$ cat src/rtl/wshbn_intercon.sv
// Shared-bus Wishbone interconnect: round-robin arbitration with cycle locking,
// one-hot slave decode, ERR for unmapped addresses and a stalled-cycle watchdog.
module wshbn_intercon #(
  parameter int NUM_MASTERS = 2,
  parameter int NUM_SLAVES  = 4,
  parameter int AW          = 8,
  parameter int DW          = 32,
  parameter int SEL_LSB     = 4,
  parameter int SEL_W       = 4,
  parameter int TIMEOUT     = 16
) (
  input  logic                      CLK_I,
  input  logic                      RST_I,
  input  logic [NUM_MASTERS-1:0]    m_cyc_i,
  input  logic [NUM_MASTERS-1:0]    m_stb_i,
  input  logic [NUM_MASTERS-1:0]    m_we_i,
  input  logic [NUM_MASTERS*AW-1:0] m_adr_i,
  input  logic [NUM_MASTERS*DW-1:0] m_dat_i,
  output logic [DW-1:0]             m_dat_o,
  output logic [NUM_MASTERS-1:0]    m_ack_o,
  output logic [NUM_MASTERS-1:0]    m_err_o,
  output logic                      s_cyc_o,
  output logic [NUM_SLAVES-1:0]     s_stb_o,
  output logic                      s_we_o,
  output logic [AW-1:0]             s_adr_o,
  output logic [DW-1:0]             s_dat_o,
  input  logic [NUM_SLAVES*DW-1:0]  s_dat_i,
  input  logic [NUM_SLAVES-1:0]     s_ack_i,
  output logic [NUM_MASTERS-1:0]    gnt_o,
  output logic                      timeout_o,
  output logic                      dbg_state
);

  // Handshake: a beat is offered while the owner's STB is high and completes in
  // the cycle where ACK or ERR is high; the master holds STB and its fields until then.

  localparam int OW = (NUM_MASTERS > 1) ? $clog2(NUM_MASTERS) : 1;
  localparam int CW = (TIMEOUT > 0) ? $clog2(TIMEOUT + 1) : 1;
  localparam logic [CW-1:0] TO_VAL = CW'(TIMEOUT);

  typedef enum logic {IDLE = 1'b0, BUSY = 1'b1} state_t;

  state_t        state, state_nxt;
  logic [OW-1:0] owner, owner_nxt;
  logic [OW-1:0] last_owner, last_owner_nxt;
  logic [CW-1:0] wdog, wdog_nxt;

  logic          found;
  logic [OW-1:0] grant_idx;
  int            cand;

  logic          own_cyc, own_stb, own_we;
  logic [AW-1:0] own_adr;
  logic [DW-1:0] own_dat;
  logic [SEL_W-1:0] sel_idx;
  logic          mapped;
  logic          sel_ack;
  logic [DW-1:0] sel_dat;
  logic          busy;
  logic          fire;

  always_ff @(posedge CLK_I or posedge RST_I) begin
    if (RST_I) begin
      state      <= IDLE;
      owner      <= '0;
      last_owner <= OW'(NUM_MASTERS - 1);
      wdog       <= '0;
    end else begin
      state      <= state_nxt;
      owner      <= owner_nxt;
      last_owner <= last_owner_nxt;
      wdog       <= wdog_nxt;
    end
  end

  // Round-robin search starting just above the previous owner, wrapping around.
  always_comb begin
    found     = 1'b0;
    grant_idx = last_owner;
    cand      = 0;
    for (int i = 1; i <= NUM_MASTERS; i++) begin
      cand = int'(last_owner) + i;
      if (cand >= NUM_MASTERS) cand = cand - NUM_MASTERS;
      for (int j = 0; j < NUM_MASTERS; j++) begin
        if (!found && (j == cand) && m_cyc_i[j]) begin
          found     = 1'b1;
          grant_idx = OW'(j);
        end
      end
    end
  end

  always_comb begin
    own_cyc = 1'b0;
    own_stb = 1'b0;
    own_we  = 1'b0;
    own_adr = '0;
    own_dat = '0;
    for (int j = 0; j < NUM_MASTERS; j++) begin
      if (OW'(j) == owner) begin
        own_cyc = m_cyc_i[j];
        own_stb = m_stb_i[j];
        own_we  = m_we_i[j];
        own_adr = m_adr_i[j*AW +: AW];
        own_dat = m_dat_i[j*DW +: DW];
      end
    end
  end

  assign sel_idx = own_adr[SEL_LSB +: SEL_W];
  assign mapped  = (int'(sel_idx) < NUM_SLAVES);

  always_comb begin
    sel_ack = 1'b0;
    sel_dat = '0;
    for (int k = 0; k < NUM_SLAVES; k++) begin
      if (int'(sel_idx) == k) begin
        sel_ack = s_ack_i[k];
        sel_dat = s_dat_i[k*DW +: DW];
      end
    end
  end

  assign busy = (state == BUSY);
  assign fire = (TIMEOUT > 0) && busy && own_stb && mapped && (wdog == TO_VAL);

  always_comb begin
    state_nxt      = state;
    owner_nxt      = owner;
    last_owner_nxt = last_owner;
    case (state)
      IDLE: begin
        if (found) begin
          state_nxt      = BUSY;
          owner_nxt      = grant_idx;
          last_owner_nxt = grant_idx;
        end
      end
      BUSY: begin
        if (!own_cyc) state_nxt = IDLE;
      end
      default: state_nxt = IDLE;
    endcase
  end

  // The count only runs while a mapped beat is stalled; firing clears it.
  always_comb begin
    wdog_nxt = '0;
    if ((TIMEOUT > 0) && busy && own_cyc && own_stb && mapped && !sel_ack && !fire)
      wdog_nxt = wdog + 1'b1;
  end

  always_comb begin
    gnt_o   = '0;
    m_ack_o = '0;
    m_err_o = '0;
    s_stb_o = '0;
    for (int j = 0; j < NUM_MASTERS; j++) begin
      if (busy && (OW'(j) == owner)) begin
        gnt_o[j]   = 1'b1;
        m_ack_o[j] = mapped && sel_ack && !fire;
        m_err_o[j] = own_stb && (!mapped || fire);
      end
    end
    for (int k = 0; k < NUM_SLAVES; k++) begin
      s_stb_o[k] = busy && own_stb && (int'(sel_idx) == k) && !fire;
    end
  end

  assign s_cyc_o   = busy && own_cyc;
  assign s_we_o    = busy && own_we;
  assign s_adr_o   = busy ? own_adr : '0;
  assign s_dat_o   = busy ? own_dat : '0;
  assign m_dat_o   = (busy && mapped) ? sel_dat : '0;
  assign timeout_o = fire;
  assign dbg_state = state;

endmodule

$ cat config.mk
export PLATFORM = sky130hd
export DESIGN_NAME = wshbn_intercon
export DESIGN_NICKNAME = d
export VERILOG_FILES = /design/src/rtl/wshbn_intercon.sv
export SDC_FILE = /design/constraint.sdc
export NUM_CORES = 1
export LEC_CHECK = 0
export ABC_CLOCK_PERIOD_IN_PS = 3700
export BUFFER_PORTS_ARGS = -buffer_cell sky130_fd_sc_hd__buf_2
export CAP_MARGIN = 20
export CORE_AREA = 3 3 119 121
export DETAILED_ROUTE_END_ITERATION = 8
export DIE_AREA = 0 0 122 124
export GPL_ROUTABILITY_DRIVEN = 0
export PLACE_DENSITY_LB_ADDON = 0.05
export RECOVER_POWER = 100
export SETUP_SLACK_MARGIN = 0.02
export SLEW_MARGIN = 40
export SYNTH_ARGS = -nofsm -noshare
export SYNTH_HDL_FRONTEND = slang
export SYNTH_SLANG_ARGS = --single-unit
$ cat constraint.sdc
create_clock -name CLK_I -period 3.7 [get_ports CLK_I]
set_input_delay 0.37 -clock CLK_I [delete_from_list [all_inputs] [get_ports CLK_I]]
set_output_delay 0.37 -clock CLK_I [all_outputs]
set_load 0.005 [all_outputs]
==> results by group, run 1 <==
Setup path
  – Worst Path Arrival: 2.80 ns
  – Req. time, crit path: 3.33 ns
  – Worst setup SP type: register
  – Crit. End Element: output port
  – Worst r2r src: owner
  – Critical R2R Capture: wdog[3]
  – Setup CP Type: register to output port
  – Reg2reg path depth: 5
  – CP Max Fanout: 24
  – R2R setup slack: 1.08 ns

Power and ir drop
  – Internal power: 0.000785 W
  – Peak supply drop: 165 uV
  – Switch share: 0.480
  – Clk pwr share: 0.122
  – Seq pwr share: 0.107
  – Pwr/cell area: 373 nW/um2
  – Pleak: 1.96 nW
  – Comb power frac: 0.772
  – Net Switching: 0.000725 W

Logic synthesis
  – Post-synth ARST share: 1.00
  – Mean Syn Cell Area: 6.93 um2
  – Simple-Gate Fraction of Synth Area: 0.322
  – Complex-gate fraction of the synthesized area: 0.210
  – Post-Syn Instances: 349
  – Register area share after synthesis: 0.0833
  – Cell taking the most area after synthesis: mux2i_1
  – Post-synth top area share: 0.170
  – Cell variety after synth: 43
  – Synth warn: 0
  – Post-synth EDFFs: 0
  – Post-Synth Adder-Cell Area: 0.0103
  – Synthesized cell area: 2420 um2
  – FF+latch count, synth: 8
  – Mux contribution to synthesized area: 0.280
  – Post-synthesis xor/xnor area fraction: 0.0109
  – Top_reg_cell synth: dfrtp_1
  – Mapped Nets: 571
  – Synth area leaders: mux2i_1, nand2_1, nor2b_1, mux2_2, dfrtp_1
  – Combinational family with the most area after synthesis: simple AND/OR/NAND/NOR gates

Clock tree
  – CTS max path bufs: 2
  – PostCTS Resize Cnt: 0
  – Post-CTS Hold Fix Bufs: 0
  – CTS tree: done
  – Skew-Pair Late Insertion Delay: 0.23 ns
  – Clock Sinks: 8
  – Root Driver: clkbuf_16
  – Postcts setup bufs: 0
  – Reg clk slew, reported paths: 0.04 ns
  – Inserted Clock Buffers: 3
  – # H-tree levels: 1

Timing
  – Slew Limit Fails: 0
  – Total negative slack: 0 ns
  – Fmax: 315 MHz
  – Worst slew margin: 0.191
  – # setup viols final: 0
  – Final period utilization: 0.858
  – RSZ-0062 raised after global routing: false
  – Worst Tran Pin Value: 1.21 ns
  – Final hold violations: 0
  – Minimum clock period: 3.17 ns
  – Skew final: 0.00250 ns

Drt
  – Wire per inst: 16.1 um
  – DR vias: 3660
  – Drt total wl: 13000 um
  – Initial DRC count: 106
  – DRC Markers: 0
  – Vias per cell: 4.52
  – ANT nets after route: 0
  – First drt pass iteration count: 4

Flow run
  – # Max-Cap Violations: 0

Die
  – Core Rows: 42
  – Starting Density: 0.183
  – Core area: 13200 um2
  – Die ar.: 15100 um2
  – Die Y-Extent: 124 um
  – IO Count: 306
  – Die width: 122 um

Global route
  – Vias in the first global route: 3738
  – GRT busiest layer: met2
  – Total grt overflow: 0
  – Met2 Use GR: 0.321
  – Met1 GRT Util: 0.166
  – Global-route wire length before repair: 19200 um
  – M3 GR Usage: 0.0345
  – Total track usage: 0.158
  – Largest net degree at the start of global routing: 48
  – Initial antenna violation count: 0

Placement
  – DP HPWL: 10500 um
  – # port buffers: 305

Hold path
  – HP Class: primary input to async pin

Layout
  – Area Growth Syn to Fin: 67.5%
  – Share of layout cells above drive strength 1: 0.428
  – Fin nets: 856
  – Diodes inserted: 0
  – Post-layout util: 0.307

Status
  – Status: finished clean
## power groups by stage
stage | Sequential [W] | Combinational [W] | Clock, W
final | 0.000161 | 0.00117 | 0.000184
after global routing | 0.000165 | 0.00130 | 0.000195
after CTS | 0.000162 | 0.00123 | 0.000189
after detailed placement | 0.000162 | 0.00123 | 0
after global placement | 0.000163 | 0.00122 | 0
after floorplan | 0.000115 | 0.000801 | 0
## sequential cells by signal (all words and copies together) (netlist names)
register	count
dbg_state	1
wdog	5
owner	1
last_owner	1
## per-layer routing
layer	vias up	routed length [um]
met4	0	222
met2	182	7090
met1	1642	4600
li1	1822	-
met5	-	0
met3	14	1130
## final cells by class
type / count / area [um2]
fillers: 1535 / 9140
multi-input cells: 302 / 2030
repair buffers: 312 / 1490
well taps: 176 / 220
flip-flops and latches: 8 / 203
clock buffers: 4 / 78.8
inverters: 7 / 26.3
## through the flow
step	setup slack, ns	hold WS, ns	cell area, um2	total power [W]	std cells
floorplan	1.86	0.185	2420	0.000916	349
global placement	1.05	0.343	4080	0.00139	805
detailed placement	1.03	0.355	4080	0.00139	805
CTS	0.784	0.103	4160	0.00158	809
global route	0.348	0.113	4050	0.00166	809
finish	0.526	0.0878	4050	0.00151	809
## placed cells by master, fill, tap and decap left out, drive strengths merged, types with 7 or more instances in the layout
master	count
buf	230
clkbuf	86
nand2	69
mux2i	43
nor2b	41
o21ai	33
nor3	21
mux2	21
a31oi	18
a311oi	13
inv	7
dfrtp	7
## how the worst max path moves through the flow
stage | from | cells past startpoint | end | slack, ns
final | owner | 6 | m_dat_o[20] | 0.53
after global routing | owner | 6 | m_dat_o[20] | 0.35
after CTS | owner | 5 | m_ack_o[1] | 0.78
after detailed placement | owner | 5 | m_ack_o[1] | 1.03
after global placement | owner | 6 | m_dat_o[20] | 1.05
after floorplan | owner | 5 | m_ack_o[0] | 1.86
## worst max-delay path: stages (launching register included)
cell and delay, ns:
dfrtp_2 0.75, nor2_1 0.10, a32oi_1 0.92, buf_4 0.30, o21ai_0 0.08, a311oi_1 0.25, clkbuf_1 0.16
## cells by family after synthesis
logic type	count (synthesis)
fa+ha+maj	2
buf+inv	39
flops	8
mux	64
xor+xnor	3
compound gates	78
simple gates	155
## synthesized netlist by cell type, types with 3 or more instances
cell,count
buf_4,3
o21ai_0,33
buf_2,10
buf_6,4
mux2i_1,41
a311oi_1,13
nor3_1,21
nor2_1,4
mux2_2,20
nand2_1,69
a21oi_1,4
nor2b_1,41
a31oi_1,18
inv_1,7
clkbuf_1,15
dfrtp_1,7
nand3_1,4
No activity file was read; power rests on OpenSTA's default activity.
==> run 2, diff against run 1 <==
==> config.mk (replaced) <==
export PLATFORM = sky130hd
export DESIGN_NAME = wshbn_intercon
export DESIGN_NICKNAME = d
export VERILOG_FILES = /design/src/rtl/wshbn_intercon.sv
export SDC_FILE = /design/constraint.sdc
export NUM_CORES = 1
export LEC_CHECK = 0
export ABC_CLOCK_PERIOD_IN_PS = 2900
export BUFFER_PORTS_ARGS = -buffer_cell sky130_fd_sc_hd__buf_2
export CAP_MARGIN = 20
export CELL_PAD_IN_SITES_DETAIL_PLACEMENT = 1
export CELL_PAD_IN_SITES_GLOBAL_PLACEMENT = 1
export CORE_MARGIN = 3
export CORE_UTILIZATION = 18
export DETAILED_ROUTE_END_ITERATION = 8
export GPL_ROUTABILITY_DRIVEN = 0
export PLACE_DENSITY_LB_ADDON = 0.05
export RECOVER_POWER = 100
export SLEW_MARGIN = 40
export SYNTH_ARGS = -nofsm -noshare
export SYNTH_HDL_FRONTEND = slang
export SYNTH_SLANG_ARGS = --single-unit
==> constraint.sdc (replaced) <==
create_clock -name CLK_I -period 2.9 [get_ports CLK_I]
set_input_delay 0.29 -clock CLK_I [delete_from_list [all_inputs] [get_ports CLK_I]]
set_output_delay 0.29 -clock CLK_I [all_outputs]
set_load 0.005 [all_outputs]
==> run 2 against run 1 <==
Clock skew hardly changed. Cell count is 0.25% lower. Sequential share of layout area hardly changed. Via count is 1.9% higher. Global-route usage is 1.8 points higher. Worst hold slack worse by 0.079 ns. Die area is 1.7% lower. Power is 29% higher. Combinational power is 32% higher. Critical path type unchanged. Critical endpoint is now m_dat_o[11]. Highest routed layer is now met5.
==> results by group, run 2 (synthesis results as in run 1) <==
Setup path
  – Setup CP Type: register to output port (unchanged)
  – Worst Path Arrival: 2.32 ns (was 2.80 ns)
  – Reg2reg path depth: 5 (unchanged)
  – Largest stage delay, worst path: 0.46 ns (was 0.92 ns)
  – Worst Setup SP: owner (unchanged)
  – Worst setup SP type: register (unchanged)
  – Crit. End Element: output port (unchanged)
  – Worst r2r src: owner (unchanged)
  – CP Max Fanout: 49 (was 24)
  – Req. time, crit path: 2.61 ns (was 3.33 ns)
  – Crit-path cells: buf_4, mux2i_4, buf_6, mux2_2, o21ai_0, a31oi_1, buf_2 (was nor2_1, a32oi_1, buf_4, o21ai_0, a311oi_1, clkbuf_1)
  – CP max-delay cell: dfrtp_2 (was a32oi_1)

Global route
  – Initial antenna violation count: 1 (was 0)
  – Largest net degree at the start of global routing: 50 (was 48)
  – Total track usage: 0.176 (was 0.158)
  – Vias in the first global route: 3991 (was 3738)
  – Global-route wire length before repair: 21000 um (was 19200 um)
  – Total grt overflow: 0 (unchanged)

Die
  – Die Y-Extent: 122 um (was 124 um)
  – Core Rows: 41 (was 42)
  – Die width: 122 um (about the same)
  – Core area: 12900 um2 (was 13200 um2)
  – Starting Density: 0.188 (was 0.183)
  – Die ar.: 14900 um2 (was 15100 um2)
  – IO Count: 306 (unchanged)

Layout
  – Fin nets: 858 (was 856)
  – Diodes inserted: 0 (unchanged)
  – Non-filler cells, final: 807 (was 809)
  – Fillcell total: 1757 (was 1535)
  – Commonest non-fill, non-tap cell in the layout: buf_2 (unchanged)
  – Share of layout cells above drive strength 1: 0.430 (was 0.428)
  – Area Growth Syn to Fin: 67.5% (about the same)
  – Finished layout cell area: 4050 um2 (about the same)
  – Biggest register: wdog (unchanged)
  – Multi-input logic area: 2030 um2 (about the same)
  – Number of flip-flops in the largest register: 5 (unchanged)
  – FF+latch area: 203 um2 (unchanged)
  – Most frequent cells in the layout: buf_2, clkbuf_1, nand2_1 (unchanged)

Clock tree
  – Inserted Clock Buffers: 3 (unchanged)
  – CTS max path bufs: 2 (unchanged)
  – # H-tree levels: 1 (unchanged)
  – Root Driver: clkbuf_16 (unchanged)
  – Post-CTS Hold Fix Bufs: 0 (unchanged)
  – Clock Sinks: 8 (unchanged)
  – Reg clk slew, reported paths: 0.04 ns (about the same)
  – CTS tree: done (unchanged)
  – Postcts setup bufs: 0 (unchanged)
  – Skew-Pair Late Insertion Delay: 0.23 ns (about the same)
  – PostCTS Resize Cnt: 0 (unchanged)

Timing
  – Final period utilization: 0.901
  – Skew final: 0.00251 ns (was 0.00250 ns)
  – Slew Limit Fails: 0 (unchanged)
  – Minimum clock period: 2.61 ns
  – Worst slew margin: 0.157 (was 0.191)
  – RSZ-0062 raised after global routing: false (unchanged)
  – Final hold violations: 0 (unchanged)
  – # setup viols final: 0 (unchanged)
  – Worst Tran Pin Value: 1.26 ns (was 1.21 ns)
  – Fmax: 383 MHz
  – Hold slack: 0.00875 ns (was 0.0878 ns)
  – Total negative slack: 0 ns (unchanged)

Placement
  – Placed insts: 803 (was 805)
  – DP HPWL: 11800 um (was 10500 um)
  – Post-DP Area: 4090 um2 (was 4080 um2)
  – # port buffers: 305 (unchanged)

Drt
  – Vias per cell: 4.62 (was 4.52)
  – DR vias: 3731 (was 3660)
  – ANT nets after route: 0 (unchanged)
  – Wire per inst: 17.4 um (was 16.1 um)
  – Initial DRC count: 117 (was 106)
  – DRC Markers: 0 (unchanged)
  – Drt total wl: 14000 um (was 13000 um)
  – First drt pass iteration count: 4 (unchanged)

Flow run
  – # Max-Cap Violations: 0 (unchanged)

Power and ir drop
  – Peak supply drop: 145 uV (was 165 uV)
  – Pleak: 1.97 nW (was 1.96 nW)
  – Pwr/cell area: 480 nW/um2 (was 373 nW/um2)

Hold path
  – HP Class: primary input to async pin (unchanged)

Status
  – Status: finished clean (unchanged)
-- run 2: cell types whose count changed in the layout (fill, tap and decap cells not counted), sizes merged --
| cell | previous run | this run |
|---|---|---|
| buf | 230 | 235 |
| clkbuf | 86 | 83 |
-- run 2: path summary, 6_finish.rpt --
kind / to / slack, ns
worst max-delay path: m_dat_o[11] / 0.29
worst min-delay path: wdog[4] / 0.009
worst max register to register: wdog[3] / 0.74
worst min register to register: wdog[0] / 0.50
max in group asynchronous: last_owner / 2.60
min in group CLK_I: dbg_state / 0.35
-- run 2: through the flow --
step | util | setup slack [ns] | power, W
2_1_floorplan | - | 1.14 | 0.00117
3_3_place_gp | 0.318 | 0.546 | 0.00178
3_5_place_dp | 0.318 | 0.526 | 0.00180
4_1_cts | 0.324 | 0.271 | 0.00205
5_1_grt | 0.315 | 0.0540 | 0.00215
6_report | 0.315 | 0.286 | 0.00194
-- run 2: critical path, delay by kind of cell, from the launching register on --
kind,cells,cell delay (ns)
buffers and inverters,3,0.73
multiplexers,2,0.66
flip-flops,1,0.46
AO/OA/AOI/OAI,2,0.20
-- run 2: area by class of cell --
| type | count | area share |
|---|---|---|
| timing repair buffer | 314 | 0.370 |
| inverter | 7 | 0.00649 |
| tap | 172 | 0.0531 |
| clock buffer | 4 | 0.0195 |
| multi-input combinational | 302 | 0.501 |
| sequential | 8 | 0.0500 |
-- run 2: power breakdown --
part	total [W]	internal [W]	switching [W]
Combinational	0.00154	0.000693	0.000847
Sequential	0.000161	0.000136	0.0000254
Clock	0.000242	0.000184	0.0000588
-- run 2: layer usage --
metal | up-vias | part of all wire | wire length, um | track usage
met2 | 166 | 0.54 | 7550 | 0.339
met1 | 1721 | 0.36 | 5070 | 0.192
li1 | 1828 | - | - | -
met5 | - | 0.00093 | 13 | 0
met3 | 14 | 0.089 | 1250 | 0.0492
met4 | 2 | 0.011 | 148 | 0.0287
